`src/rtl/gpio_ext_pkg.sv`:
```
// Shared types and register offsets for the extended GPIO peripheral.
package gpio_ext_pkg;

    localparam int unsigned GPIO_EXT_MAX_PINS = 32;

    // Register offsets, decoded on addr[7:0]
    typedef enum logic [7:0] {
        RegDataIn  = 8'h00,
        RegDataOut = 8'h04,
        RegOutSet  = 8'h08,
        RegOutClr  = 8'h0C,
        RegOutTgl  = 8'h10,
        RegDir     = 8'h14,
        RegIe      = 8'h18,
        RegIp      = 8'h1C,
        RegIntType = 8'h20,
        RegIntPol  = 8'h24,
        RegIntBoth = 8'h28,
        RegDbEn    = 8'h2C,
        RegDbPresc = 8'h30
    } type_gpio_ext_regs_e;

    // Data bus request from the interconnect to a peripheral
    typedef struct packed {
        logic [31:0] addr;
        logic [31:0] w_data;
        logic        w_en;
        logic        req;
    } type_dbus2peri_s;

    // Data bus response from a peripheral
    typedef struct packed {
        logic [31:0] r_data;
        logic        ack;
    } type_peri2dbus_s;

    // Bus handshake states
    typedef enum logic {
        StIdle,
        StAck
    } type_gpio_bus_state_e;

endpackage

```
`src/rtl/gpio_in_filter.sv`:
```
// Input conditioning for all pins: synchroniser chain, shared debounce
// prescaler tick, and per-pin two-sample debounce filter.
module gpio_in_filter
    import gpio_ext_pkg::*;
#(
    parameter int unsigned NUM_PINS    = 16,
    parameter int unsigned SYNC_STAGES = 2,
    parameter int unsigned DB_PRESC_W  = 16
) (
    input  logic                  clk,
    input  logic                  rst,
    input  logic [NUM_PINS-1:0]   pin_in,
    input  logic [NUM_PINS-1:0]   db_en,
    input  logic [DB_PRESC_W-1:0] db_presc,
    input  logic                  presc_restart,
    output logic [NUM_PINS-1:0]   filt
);

    logic [NUM_PINS-1:0]   sync_q [SYNC_STAGES];
    logic [NUM_PINS-1:0]   sync_val;
    logic [DB_PRESC_W-1:0] presc_q;
    logic                  tick;
    logic [NUM_PINS-1:0]   db_sample_q;
    logic [NUM_PINS-1:0]   db_filt_q;
    logic [NUM_PINS-1:0]   agree;

    assign sync_val = sync_q[SYNC_STAGES-1];
    // >= keeps the tick alive if DB_PRESC shrinks below the running count
    assign tick     = (presc_q >= db_presc);
    assign agree    = ~(sync_val ^ db_sample_q);

    // Synchroniser flop chain for the asynchronous pads
    always_ff @(posedge clk) begin
        if (rst) begin
            for (int s = 0; s < SYNC_STAGES; s++) begin
                sync_q[s] <= '0;
            end
        end else begin
            sync_q[0] <= pin_in;
            for (int s = 1; s < SYNC_STAGES; s++) begin
                sync_q[s] <= sync_q[s-1];
            end
        end
    end

    // Shared prescaler: tick once every db_presc+1 cycles
    always_ff @(posedge clk) begin
        if (rst) begin
            presc_q <= '0;
        end else if (presc_restart || tick) begin
            presc_q <= '0;
        end else begin
            presc_q <= presc_q + 1'b1;
        end
    end

    // Debounce: a pin only moves when two consecutive tick samples agree
    always_ff @(posedge clk) begin
        if (rst) begin
            db_sample_q <= '0;
            db_filt_q   <= '0;
        end else if (tick) begin
            db_sample_q <= sync_val;
            db_filt_q   <= (agree & sync_val) | (~agree & db_filt_q);
        end
    end

    assign filt = (db_en & db_filt_q) | (~db_en & sync_val);

endmodule

```
`src/rtl/gpio_ext.sv`:
```
// Parametrised GPIO peripheral: register file, atomic output updates,
// level/edge interrupts and a two-state bus handshake.
module gpio_ext
    import gpio_ext_pkg::*;
#(
    parameter int unsigned NUM_PINS    = 16,
    parameter int unsigned SYNC_STAGES = 2,
    parameter int unsigned DB_PRESC_W  = 16
) (
    input  logic                clk,
    input  logic                rst,
    input  logic                gpio_sel_i,
    input  type_dbus2peri_s     dbus2gpio_i,
    output type_peri2dbus_s     gpio2dbus_o,
    output logic                gpio_irq_o,
    input  logic [NUM_PINS-1:0] gpio_in_i,
    output logic [NUM_PINS-1:0] gpio_out_o,
    output logic [NUM_PINS-1:0] gpio_oe_o
);

    type_gpio_bus_state_e state_q, state_d;
    logic                  fire, wr, ack;
    logic [7:0]            addr_lo;
    logic [NUM_PINS-1:0]   wd;
    logic [31:0]           rd_val, r_data_q;

    logic [NUM_PINS-1:0]   data_out_q, dir_q, ie_q, ip_q, ip_d;
    logic [NUM_PINS-1:0]   int_type_q, int_pol_q, int_both_q, db_en_q;
    logic [DB_PRESC_W-1:0] db_presc_q;
    logic [NUM_PINS-1:0]   filt, prev_filt_q;
    logic [NUM_PINS-1:0]   rise, fall, edge_hit, ip_set, ip_w1c, level_hit;
    logic                  presc_restart;
    logic                  unused_bus;

    assign addr_lo       = dbus2gpio_i.addr[7:0];
    assign wd            = dbus2gpio_i.w_data[NUM_PINS-1:0];
    assign fire          = (state_q == StIdle) && gpio_sel_i && dbus2gpio_i.req;
    assign wr            = fire && dbus2gpio_i.w_en;
    assign presc_restart = wr && (addr_lo == RegDbPresc);
    assign unused_bus    = ^{dbus2gpio_i.addr[31:8], dbus2gpio_i.w_data};

    gpio_in_filter #(
        .NUM_PINS    (NUM_PINS),
        .SYNC_STAGES (SYNC_STAGES),
        .DB_PRESC_W  (DB_PRESC_W)
    ) u_in_filter (
        .clk           (clk),
        .rst           (rst),
        .pin_in        (gpio_in_i),
        .db_en         (db_en_q),
        .db_presc      (db_presc_q),
        .presc_restart (presc_restart),
        .filt          (filt)
    );

    // Bus FSM state register
    always_ff @(posedge clk) begin
        if (rst) begin
            state_q <= StIdle;
        end else begin
            state_q <= state_d;
        end
    end

    // Bus FSM next state: one ack cycle per accepted request
    always_comb begin
        state_d = state_q;
        unique case (state_q)
            StIdle:  if (fire) state_d = StAck;
            StAck:   state_d = StIdle;
            default: state_d = StIdle;
        endcase
    end

    // Bus FSM outputs
    always_comb begin
        ack = (state_q == StAck);
    end

    // Read data mux; unused upper bits stay zero
    always_comb begin
        rd_val = '0;
        case (addr_lo)
            RegDataIn:  rd_val[NUM_PINS-1:0]   = filt;
            RegDataOut: rd_val[NUM_PINS-1:0]   = data_out_q;
            RegDir:     rd_val[NUM_PINS-1:0]   = dir_q;
            RegIe:      rd_val[NUM_PINS-1:0]   = ie_q;
            RegIp:      rd_val[NUM_PINS-1:0]   = ip_q;
            RegIntType: rd_val[NUM_PINS-1:0]   = int_type_q;
            RegIntPol:  rd_val[NUM_PINS-1:0]   = int_pol_q;
            RegIntBoth: rd_val[NUM_PINS-1:0]   = int_both_q;
            RegDbEn:    rd_val[NUM_PINS-1:0]   = db_en_q;
            RegDbPresc: rd_val[DB_PRESC_W-1:0] = db_presc_q;
            default:    rd_val = '0;
        endcase
    end

    // Registered read data, zero outside a read ack
    always_ff @(posedge clk) begin
        if (rst) begin
            r_data_q <= '0;
        end else begin
            r_data_q <= (fire && !dbus2gpio_i.w_en) ? rd_val : '0;
        end
    end

    // Software-visible configuration and output registers
    always_ff @(posedge clk) begin
        if (rst) begin
            data_out_q <= '0;
            dir_q      <= '0;
            ie_q       <= '0;
            int_type_q <= '0;
            int_pol_q  <= '0;
            int_both_q <= '0;
            db_en_q    <= '0;
            db_presc_q <= '0;
        end else if (wr) begin
            case (addr_lo)
                RegDataOut: data_out_q <= wd;
                RegOutSet:  data_out_q <= data_out_q | wd;
                RegOutClr:  data_out_q <= data_out_q & ~wd;
                RegOutTgl:  data_out_q <= data_out_q ^ wd;
                RegDir:     dir_q      <= wd;
                RegIe:      ie_q       <= wd;
                RegIntType: int_type_q <= wd;
                RegIntPol:  int_pol_q  <= wd;
                RegIntBoth: int_both_q <= wd;
                RegDbEn:    db_en_q    <= wd;
                RegDbPresc: db_presc_q <= dbus2gpio_i.w_data[DB_PRESC_W-1:0];
                default:    ;
            endcase
        end
    end

    // Interrupt pending: level pins follow the filtered input, edge pins are
    // sticky until W1C, and a same-cycle set beats the clear
    always_comb begin
        rise      = filt & ~prev_filt_q;
        fall      = ~filt & prev_filt_q;
        edge_hit  = (int_both_q & (rise | fall)) |
                    (~int_both_q & ((int_pol_q & rise) | (~int_pol_q & fall)));
        ip_set    = ~dir_q & int_type_q & edge_hit;
        ip_w1c    = (wr && (addr_lo == RegIp)) ? wd : '0;
        level_hit = ~dir_q & ~(filt ^ int_pol_q);
        ip_d      = (int_type_q & ((ip_q & ~ip_w1c) | ip_set)) | (~int_type_q & level_hit);
    end

    // Edge history and pending flags
    always_ff @(posedge clk) begin
        if (rst) begin
            prev_filt_q <= '0;
            ip_q        <= '0;
        end else begin
            prev_filt_q <= filt;
            ip_q        <= ip_d;
        end
    end

    assign gpio2dbus_o.r_data = r_data_q;
    assign gpio2dbus_o.ack    = ack;
    assign gpio_irq_o         = |(ie_q & ip_q);
    assign gpio_out_o         = data_out_q;
    assign gpio_oe_o          = dir_q;

endmodule

```
`config.mk`:
```
export PLATFORM = sky130hd
export DESIGN_NAME = gpio_ext
export DESIGN_NICKNAME = d
export VERILOG_FILES = /design/src/rtl/gpio_ext_pkg.sv /design/src/rtl/gpio_in_filter.sv /design/src/rtl/gpio_ext.sv
export SDC_FILE = /design/constraint.sdc
export NUM_CORES = 1
export LEC_CHECK = 0
export ABC_CLOCK_PERIOD_IN_PS = 2300
export BUFFER_PORTS_ARGS = -buffer_cell sky130_fd_sc_hd__buf_4
export CAP_MARGIN = 10
export CORE_ASPECT_RATIO = 1.75
export CORE_MARGIN = 4
export CORE_UTILIZATION = 45
export CTS_CLUSTER_DIAMETER = 80
export DETAILED_ROUTE_END_ITERATION = 7
export PLACE_DENSITY = 0.67
export RECOVER_POWER = 100
export SLEW_MARGIN = 20
export SYNTH_ARGS = -nofsm -noshare
export SYNTH_HDL_FRONTEND = slang
export SYNTH_SLANG_ARGS = --single-unit
```
`constraint.sdc`:
```
create_clock -name clk -period 2.3 [get_ports clk]
set_input_delay 0.115 -clock clk [delete_from_list [all_inputs] [get_ports clk]]
set_output_delay 0.115 -clock clk [all_outputs]
set_load 0.03 [all_outputs]
```
Word level (Yosys, flattened, before mapping)
Memories as Yosys holds them, arrays and structs flattened. Index checks and enable logic that the tools add are counted.

Register bits after elaboration: 241. Bits in writable memories: 32. Input port bits: 85. Output and inout port bits: 66. Memories: 1.

$add $sub $neg: 1. Magnitude comparators: 1. Equal/unequal tests: 12. Muxes and demuxes: 10. Bitwise operators: 45. Reduce and logical (&&, ||, !) cells: 21.

Memories: u_in_filter.sync_q (depth 2, bits a word 16, read ports 2, clocked after Yosys merged registers in 0, write ports 2, line gpio_in_filter.sv:19) `logic [NUM_PINS-1:0] sync_q [SYNC_STAGES];`.

Operator list (count): $and 16x16->16 (18); $not 16->16 (12); $pmux 16 s10 (1); $or 16x16->16 (8); $pmux 16 s4 (1); $mux 16 (3); $xor 16x16->16 (3); $eq 8x6->1 const B (5); $eq 8x5->1 const B (4); $add 16x1->16 const B (1); $eq 8x4->1 const B (2); $ge 16x16->1 (1); $reduce_and 2->1 (8); $reduce_or 16->1 (1); $eq 8x3->1 const B (1); $logic_not 8->1 (1); $logic_and 1x1->1 (6); $mux 1 (4); $reduce_bool 4->1 (1); $reduce_or 2->1 (2); $not 1->1 (2); $or 1x1->1 (2); $pmux 1 s2 (1); $logic_not 1->1 (1); $logic_or 1x1->1 (1).

Depth between registers and ports, before layout
Gate-level depths: netlist of the first run.

Depth after elaboration: 13. Mapped depth: 8. Mapped depth without buffers: 8.

Modules after synthesis
A second synthesis of the first run with hierarchy kept.

Cell total of the unflattened synthesis: 1613. Area total of the unflattened synthesis: 13651.8 sq um.

Modules (own cells, without submodules): gpio_ext (times used 1, cells an instance 1233, area each 9987.1 sq um); gpio_in_filter (times used 1, cells an instance 380, area each 3664.8 sq um).

Worst setup path before layout of the first run
Ideal clock, no wire load.

Path kind: register to register. Start: register u_in_filter.presc_q[0]. End: register with a tool-made name. Setup time: 132 ps. Arrival: 2081 ps. Data required time: 2168 ps. Setup slack: 86 ps. Cell stages (with the launch flop): 9. Clock period less this slack: 2214 ps. Path through: dfxtp_1 inv_1 ha_1 nand2b_1 a2111o_1 a311o_1 clkbuf_1 o211ai_1 a31oi_1.

RTL lines: start, declared (line gpio_in_filter.sv:21) `logic [DB_PRESC_W-1:0] presc_q;`; start signal, assigned (line gpio_in_filter.sv:53) `presc_q <= presc_q + 1'b1;`.

==> key figures, run 1 <==
Run status
  • Status: finished, final reports clean

Yosys
  • Post-synth EDFFs: 0
  • Async SR Flop Fraction: 0
  • Post-synthesis cell type count: 68
  • Synthesized instance count: between 1,500 and 2,000
  • Largest family of logic cells by synthesized area: compound AO/OA/AOI/OAI gates
  • Post-synthesis mux area share: 0.0778
  • Commonest register cell after synthesis: dfxtp_1
  • Warnings, synthesis: 0
  • XOR/XNOR Fraction of Synth Area: 0.0208
  • Sequential area share after synthesis: 0.393
  • Synth Area in Simple Gates: 0.178
  • Synth Register Bits: between 200 and 300
  • Synth Area in Adders: 0.0775
  • Synthesized area per cell: between 8 and 9 sq um
  • Syn Std Cell Area: about 0.013 sq mm
  • Compound-Gate Fraction of Synth Area: 0.179

Routing
  • Vias: ~12,000
  • Number of remaining DRC errors: 0
  • Post-DR vias/cell: between 5 and 6
  • WL final: around 40 mm
  • Drt wl/cell: 19.1 um
  • Pre-antenna DRT Iters: 6
  • Routed Antenna Nets: 0
  • Initial DRC Count: approximately 990

Cells and area
  • Reg area: 0.00515 sq mm
  • Diodes inserted: 0
  • Filler instances: 2,655
  • Area taken by multi-input logic gates: between 0.007 and 0.008 sq mm
  • P&R area growth vs syn: 18.1%
  • Fin area: between 0.015 and 0.02 sq mm
  • Final nets: 1,846
  • Share of layout cells above drive strength 1: 0.128

GRT
  • Largest net degree at the start of global routing: between 100 and 150
  • Number of global-route vias before repair: 11,100
  • First-pass GRT wire length: about 61 mm
  • Antenna violations before repair: 0
  • Total global routing overflow: 0
  • Aggregate global-route resource usage: 0.239

Floorplanning
  • Die ar.: ~0.032 sq mm
  • Die height: ~230 um
  • I/O Pins: 151
  • Starting density of the core: 0.457
  • Core box area: approximately 0.029 sq mm
  • # rows: around 80
  • Die W: approximately 140 um

Setup path
  • CP Data Required Time: 2.74 ns
  • Setup crit start: db_presc_q[1]
  • Setup crit end kind: register
  • Reg2reg setup slack: slightly below 0.06 ns
  • Crit path arrival time: around 2.7 ns
  • Critical path type: reg -> reg
  • Worst flop-to-flop path startpoint: db_presc_q[1]
  • Crit path max fanout: 8
  • Worst Setup Start Kind: register
  • R2R cell count: 8

Power and ir drop
  • Maximum vdd drop: just under 0.0005 V
  • Leak Pwr: about 5.6 nW
  • Total Power: between 9 and 10 mW
  • Pwr per Cell Area: slightly above 600 mW/mm^2

Clock network
  • Root buf cell: clkbuf_16
  • H-tree depth: 1
  • CTS Buf Count: 25
  • Clock Tree Buf Depth: 3
  • TritonCTS clock tree: built
  • Worst-path clk slew: roughly 0.07 ns
  • # clock sinks: around 260
  • Worst-skew pair later-pin latency: around 0.54 ns

Timing
  • Setup Viol. Count Final: 0
  • Peak Freq: roughly 450 MHz
  • Worst slew pin tran: approximately 1.2 ns
  • Final period utilization: 0.975
  • Final min period: roughly 2.2 ns
  • Skew final: between 0.01 and 0.015 ns
  • Fin. max-slew vios: 0
  • Endpoints failing hold: 0
  • Relative slew margins: 0.219

Placement
  • IO buf count: 94
  • Cell Area, Placed: 0.0144 sq mm
  • GP Congestion: approximately 0.94
  • Post-DP HPWL: 28.0 mm

Hold path
  • Hold Crit Class: in -> reg

Run
  • Max_cap viols: 0
## cell type report
type,instances,area share
clock buffers,34,0.0459
clock inverters,11,0.00697
inverters,83,0.0202
multi-input cells,1094,0.458
flip-flops and latches,257,0.333
well taps,378,0.0306
repair buffers,219,0.105
## where the power goes
part,switching [mW],internal [mW]
logic,0.376,0.249
registers,0.0476,4.51
clock network,1.79,2.38
total,2.21,7.14
## flip-flops by register name (all words and copies together), names as in the netlist, named ones only
register	flops
ie_q	16
u_in_filter.db_sample_q	16
ip_q	16
gpio_oe_o	16
r_data_q	16
ack	1
prev_filt_q	16
u_in_filter.sync_q	32
gpio_out_o	16
int_type_q	16
u_in_filter.presc_q	16
int_both_q	16
db_en_q	16
int_pol_q	16
db_presc_q	16
## cell usage in the layout (no fill, tap or decap), drive strengths merged, types with 36 or more instances in the layout
cell type,netlist,layout
dfxtp,257,257
nand2,179,179
nor2,169,169
a21oi,136,136
buf,65,112
clkbuf,60,105
inv,83,83
ha,81,81
mux2i,78,78
nand3,67,67
o21ai,64,64
dlygate4sd3,0,36
## worst max-delay path, cell delays in order (launching register included)
cell       delay [ns]
dfxtp_2          0.35
inv_2            0.06
ha_1             0.29
a2111o_1         0.49
a311oi_4         0.35
buf_6            0.19
clkbuf_16        0.17
nand3_1          0.08
a31oi_1          0.16
## logic make-up (layout without fill, tap and decap cells)
group | Yosys count | after routing
flops | 257 | 257
compound gates | 363 | 363
other cells | 1 | 16
mux | 98 | 98
simple gates | 504 | 505
buf+inv | 208 | 347
fa+ha+maj | 81 | 81
xor+xnor | 31 | 31
## per-layer routing
| metal | vias to the layer above | global-route usage | wire length [um] |
|---|---|---|---|
| met2 | 464 | 0.424 | 19700 |
| met3 | 134 | 0.0261 | 2380 |
| met1 | 5516 | 0.283 | 15200 |
| met4 | 0 | 0.118 | 2350 |
| li1 | 5606 | - | - |
| met5 | - | 0 | 0 |
## per-stage QoR
stage | setup slack (ns) | util | hold slack (ns) | TNS (ns) | instances
2_1_floorplan | 0.0865 | - | 0.243 | 0 | 1558
3_3_place_gp | 0.0894 | 0.504 | 0.332 | 0 | 1990
3_5_place_dp | 0.0655 | 0.504 | 0.329 | 0 | 1990
4_1_cts | 0.0410 | 0.545 | 0.142 | 0 | 2071
5_1_grt | -0.0688 | 0.540 | 0.208 | -0.673 | 2076
6_report | 0.0578 | 0.540 | 0.222 | 0 | 2076
## cells in the mapped netlist, types with 4 or more instances
cell         n  area share
o21ai_0     64       0.024
buf_6        6      0.0052
and3_1       7      0.0033
a22o_1      15       0.010
clkbuf_1    60       0.017
inv_1       83       0.024
nor3_1      21      0.0080
nand4_1      4      0.0019
nor2b_1     35       0.017
a2bb2oi_1   16       0.011
dfxtp_1    257        0.39
mux2i_1     78       0.060
nand2_1    177       0.051
nor2_2       4      0.0019
o211ai_1    16      0.0092
a222oi_1     8      0.0061
mux2_2      19       0.016
a21oi_1    136       0.052
a31oi_1     25       0.012
a22oi_1     16      0.0092
ha_1        81       0.077
nand3_1     67       0.026
nor2_1     162       0.046
a211oi_1    18       0.010
xor2_1      10      0.0067
a221oi_1    26       0.017
buf_2       31       0.012
xnor2_1     21       0.014
buf_4       25       0.014
## worst min path at each step
stage / startpoint / end / slack, ns / cells past startpoint
finish: dbus2gpio_i[40] / r_data_q[14] / 0.22 / 5
global route: dbus2gpio_i[40] / r_data_q[14] / 0.21 / 5
CTS: dbus2gpio_i[1] / r_data_q[5] / 0.14 / 5
detailed placement: gpio_in_i[15] / u_in_filter.sync_q[0][15] / 0.33 / 2
global placement: gpio_in_i[1] / u_in_filter.sync_q[0][1] / 0.33 / 2
floorplan: gpio_in_i[0] / u_in_filter.sync_q[0][0] / 0.24 / 1
## repair_timing
item / CTS / global route
buffers inserted: 0 / 2
hold buffers: 36 / 0
setup endpoints to repair: 0 / 47
resized for setup: 0 / 8
endpoints found under the hold margin: 146 / 0
(Power assumes the default switching activity.)
==> run 2, diff against run 1 <==
- CORE_ASPECT_RATIO: 1.75 -> 0.7
==> run 2 against run 1 <==
Via count up 2.9%. Non-clock buffer count up 3. Largest power group unchanged. Largest cell class unchanged. Highest routed layer unchanged. Die area down 0.20%.
==> key figures, run 2 (synthesis gave the netlist of run 1 again) <==
Run status
  • Status: finished, final reports clean

Cells and area
  • Filler instances: 2,611 (-1.7%)
  • Area taken by multi-input logic gates: 0.00711 sq mm (+0.53%)
  • Most frequent cells in the layout: dfxtp_1, nand2_1, nor2_1, a21oi_1, buf_4
  • Final core occ: 0.553 (+0.0131)
  • Most common library cell in the layout ignoring fill and taps: dfxtp_1
  • Share of layout cells above drive strength 1: 0.141 (+0.0136)
  • Largest Register: u_in_filter.sync_q
  • Diodes inserted: 0 (unchanged)
  • Reg area: 0.00515 sq mm (about the same)
  • Final nets: 1,850 (+0.22%)
  • P&R area growth vs syn: 19.2%
  • Number of flip-flops under the largest register name: 32 (unchanged)

Power and ir drop
  • Seq pwr share: 0.487 (about the same)
  • Pint: 7.06 mW (-1.2%)
  • Combinational power share: 0.068 (about the same)
  • Maximum vdd drop: 0.000484 V (+0.40%)
  • Clock power frac: 0.445 (about the same)
  • Net Sw Frac: 0.246 (+0.00938)
  • Leak Pwr: 5.66 nW (+1.5%)
  • Pwr per Cell Area: 600 mW/mm^2 (-0.85%)
  • Switching pwr: 2.30 mW (+4.0%)

Placement
  • Post-DP HPWL: 28.6 mm (+1.9%)
  • GP Congestion: 0.966 (+3.2%)
  • IO buf count: 94 (unchanged)
  • DP Worst Slack: 0.0438 ns (-0.0217 ns)

Timing
  • Endpoints failing hold: 0 (unchanged)
  • Final min period: 2.30 ns (+0.0542 ns)
  • Setup Viol. Count Final: 0 (unchanged)
  • Peak Freq: 435 MHz (-2.4%)
  • Setup ws final: 0.00366 ns (-0.0542 ns)
  • Final period utilization: 0.998 (+0.0236)
  • Fin. max-slew vios: 0 (unchanged)
  • Relative slew margins: 0.0248 (-0.195)
  • Skew final: 0.0248 ns (+0.0147 ns)
  • Worst slew pin tran: 1.46 ns (+0.292 ns)
  • RSZ-0062 raised after global routing: true

Setup path
  • Critical path type: reg -> reg
  • Crit path arrival time: 2.71 ns (+0.03 ns)
  • Worst Setup Start Kind: register
  • Crit-path max cell delay: 0.52 ns (+0.03 ns)
  • Crit-path cells: ha_4, nand2b_4, a2111o_1, a311o_2, clkbuf_16, o211ai_1, a31oi_1
  • CP Data Required Time: 2.72 ns (-0.02 ns)
  • CP max stage cell: a311o_2
  • Crit path max fanout: 8 (unchanged)
  • Setup crit end kind: register

Routing
  • Number of remaining DRC errors: 0 (unchanged)
  • Vias: 12,100 (+2.9%)
  • Routed Antenna Nets: 0 (unchanged)
  • Post-DR vias/cell: 5.81 (+2.9%)
  • Initial DRC Count: 1,087 (+9.6%)
  • Drt wl/cell: 19.9 um (+4.3%)
  • Pre-antenna DRT Iters: 6 (unchanged)
  • WL final: 41.3 mm (+4.2%)

Clock network
  • Worst-path clk slew: 0.06 ns (about the same)
  • Root buf cell: clkbuf_16
  • # clock sinks: 257 (unchanged)
  • Clock Tree Buf Depth: 3 (unchanged)
  • TritonCTS clock tree: built
  • H-tree depth: 1 (unchanged)
  • CTS Buf Count: 26 (+4.0%)
  • Worst-skew pair later-pin latency: 0.56 ns (+0.02 ns)

Floorplanning
  • # rows: 51 (-38%)
  • Die ar.: 0.0319 sq mm (-0.20%)
  • Starting density of the core: 0.464 (+0.00681)
  • Die W: 212 um (+55%)
  • I/O Pins: 151 (unchanged)
  • Core box area: 0.0282 sq mm (-1.5%)
  • Die height: 151 um (-35%)

GRT
  • Largest net degree at the start of global routing: 69 (-42%)
  • First-pass GRT wire length: 62.5 mm (+3.0%)
  • Total global routing overflow: 0 (unchanged)
  • Number of global-route vias before repair: 11,400 (+2.7%)
  • Aggregate global-route resource usage: 0.245 (+0.00616)
  • Antenna violations before repair: 0 (unchanged)

Run
  • Max_cap viols: 0 (unchanged)

Hold path
  • Hold Crit Class: in -> reg
==> run 2: changes by cell type in the layout (fill, tap and decap cells not counted), moves of 3 or more <==
cell,change
buf_4,+18
clkbuf_1,-10
clkbuf_2,-10
o21ai_0,-5
o21ai_1,+5
buf_6,+3
clkbuf_16,+3
clkinv_2,+3
==> run 2: worst max-delay path: cells and delay by family, from the launching register on <==
kind | cells | cell delay (ns)
compound gates | 4 | 1.21
fa+ha+maj | 1 | 0.22
buf+inv | 1 | 0.20
flops | 1 | 0.39
simple gates | 1 | 0.13
==> run 2: worst paths after layout <==
check,startpoint,end,slack [ns],cells past startpoint
setup / recovery,db_presc_q[0],register,0.004,7
hold / removal,dbus2gpio_i[37],r_data_q[0],0.11,3
setup reg to reg,db_presc_q[0],register,0.004,7
hold reg to reg,u_in_filter.sync_q[0][2],u_in_filter.sync_q[0][18],0.43,1
==> run 2: metrics by stage <==
step | instance area (sq um) | total power [mW] | cells | hold slack, ns | setup TNS, ns
after CTS | 15600 | 9.42 | 2064 | 0.0857 | 0
final | 15600 | 9.36 | 2075 | 0.109 | 0
after global routing | 15600 | 9.65 | 2075 | 0.114 | -1.48
after global placement | 14400 | 5.22 | 1979 | 0.325 | 0
after floorplan | 13100 | 5.04 | 1558 | 0.243 | 0
after detailed placement | 14400 | 5.24 | 1979 | 0.332 | 0
==> run 2: area by class of cell <==
type	count	area share
clock buffer	32	0.0451
clock inverter	16	0.00802
inverter	83	0.0200
multi-input combinational	1094	0.456
sequential	257	0.330
tap	371	0.0298
timing repair buffer	222	0.111
==> run 2: per-layer routing <==
metal / part of all wire / global-route usage
met5: 0 / 0
met4: 0.028 / 0.0718
met3: 0.089 / 0.0535
met2: 0.44 / 0.384
met1: 0.45 / 0.342
==> run 2: power groups by stage <==
stage | Combinational, mW | Clock (mW) | Sequential, mW
finish | 0.637 | 4.16 | 4.56
global route | 0.686 | 4.40 | 4.57
CTS | 0.631 | 4.23 | 4.56
detailed placement | 0.577 | 0 | 4.66
global placement | 0.561 | 0 | 4.66
floorplan | 0.393 | 0 | 4.64
==> run 2: repair_timing <==
item                                    4_1_cts  5_1_grt
endpoints found under the hold margin       143        0
setup buffers                                 0        4
resized for setup                             0       17
hold buffers                                 37        0
endpoints found under the setup margin        0       49
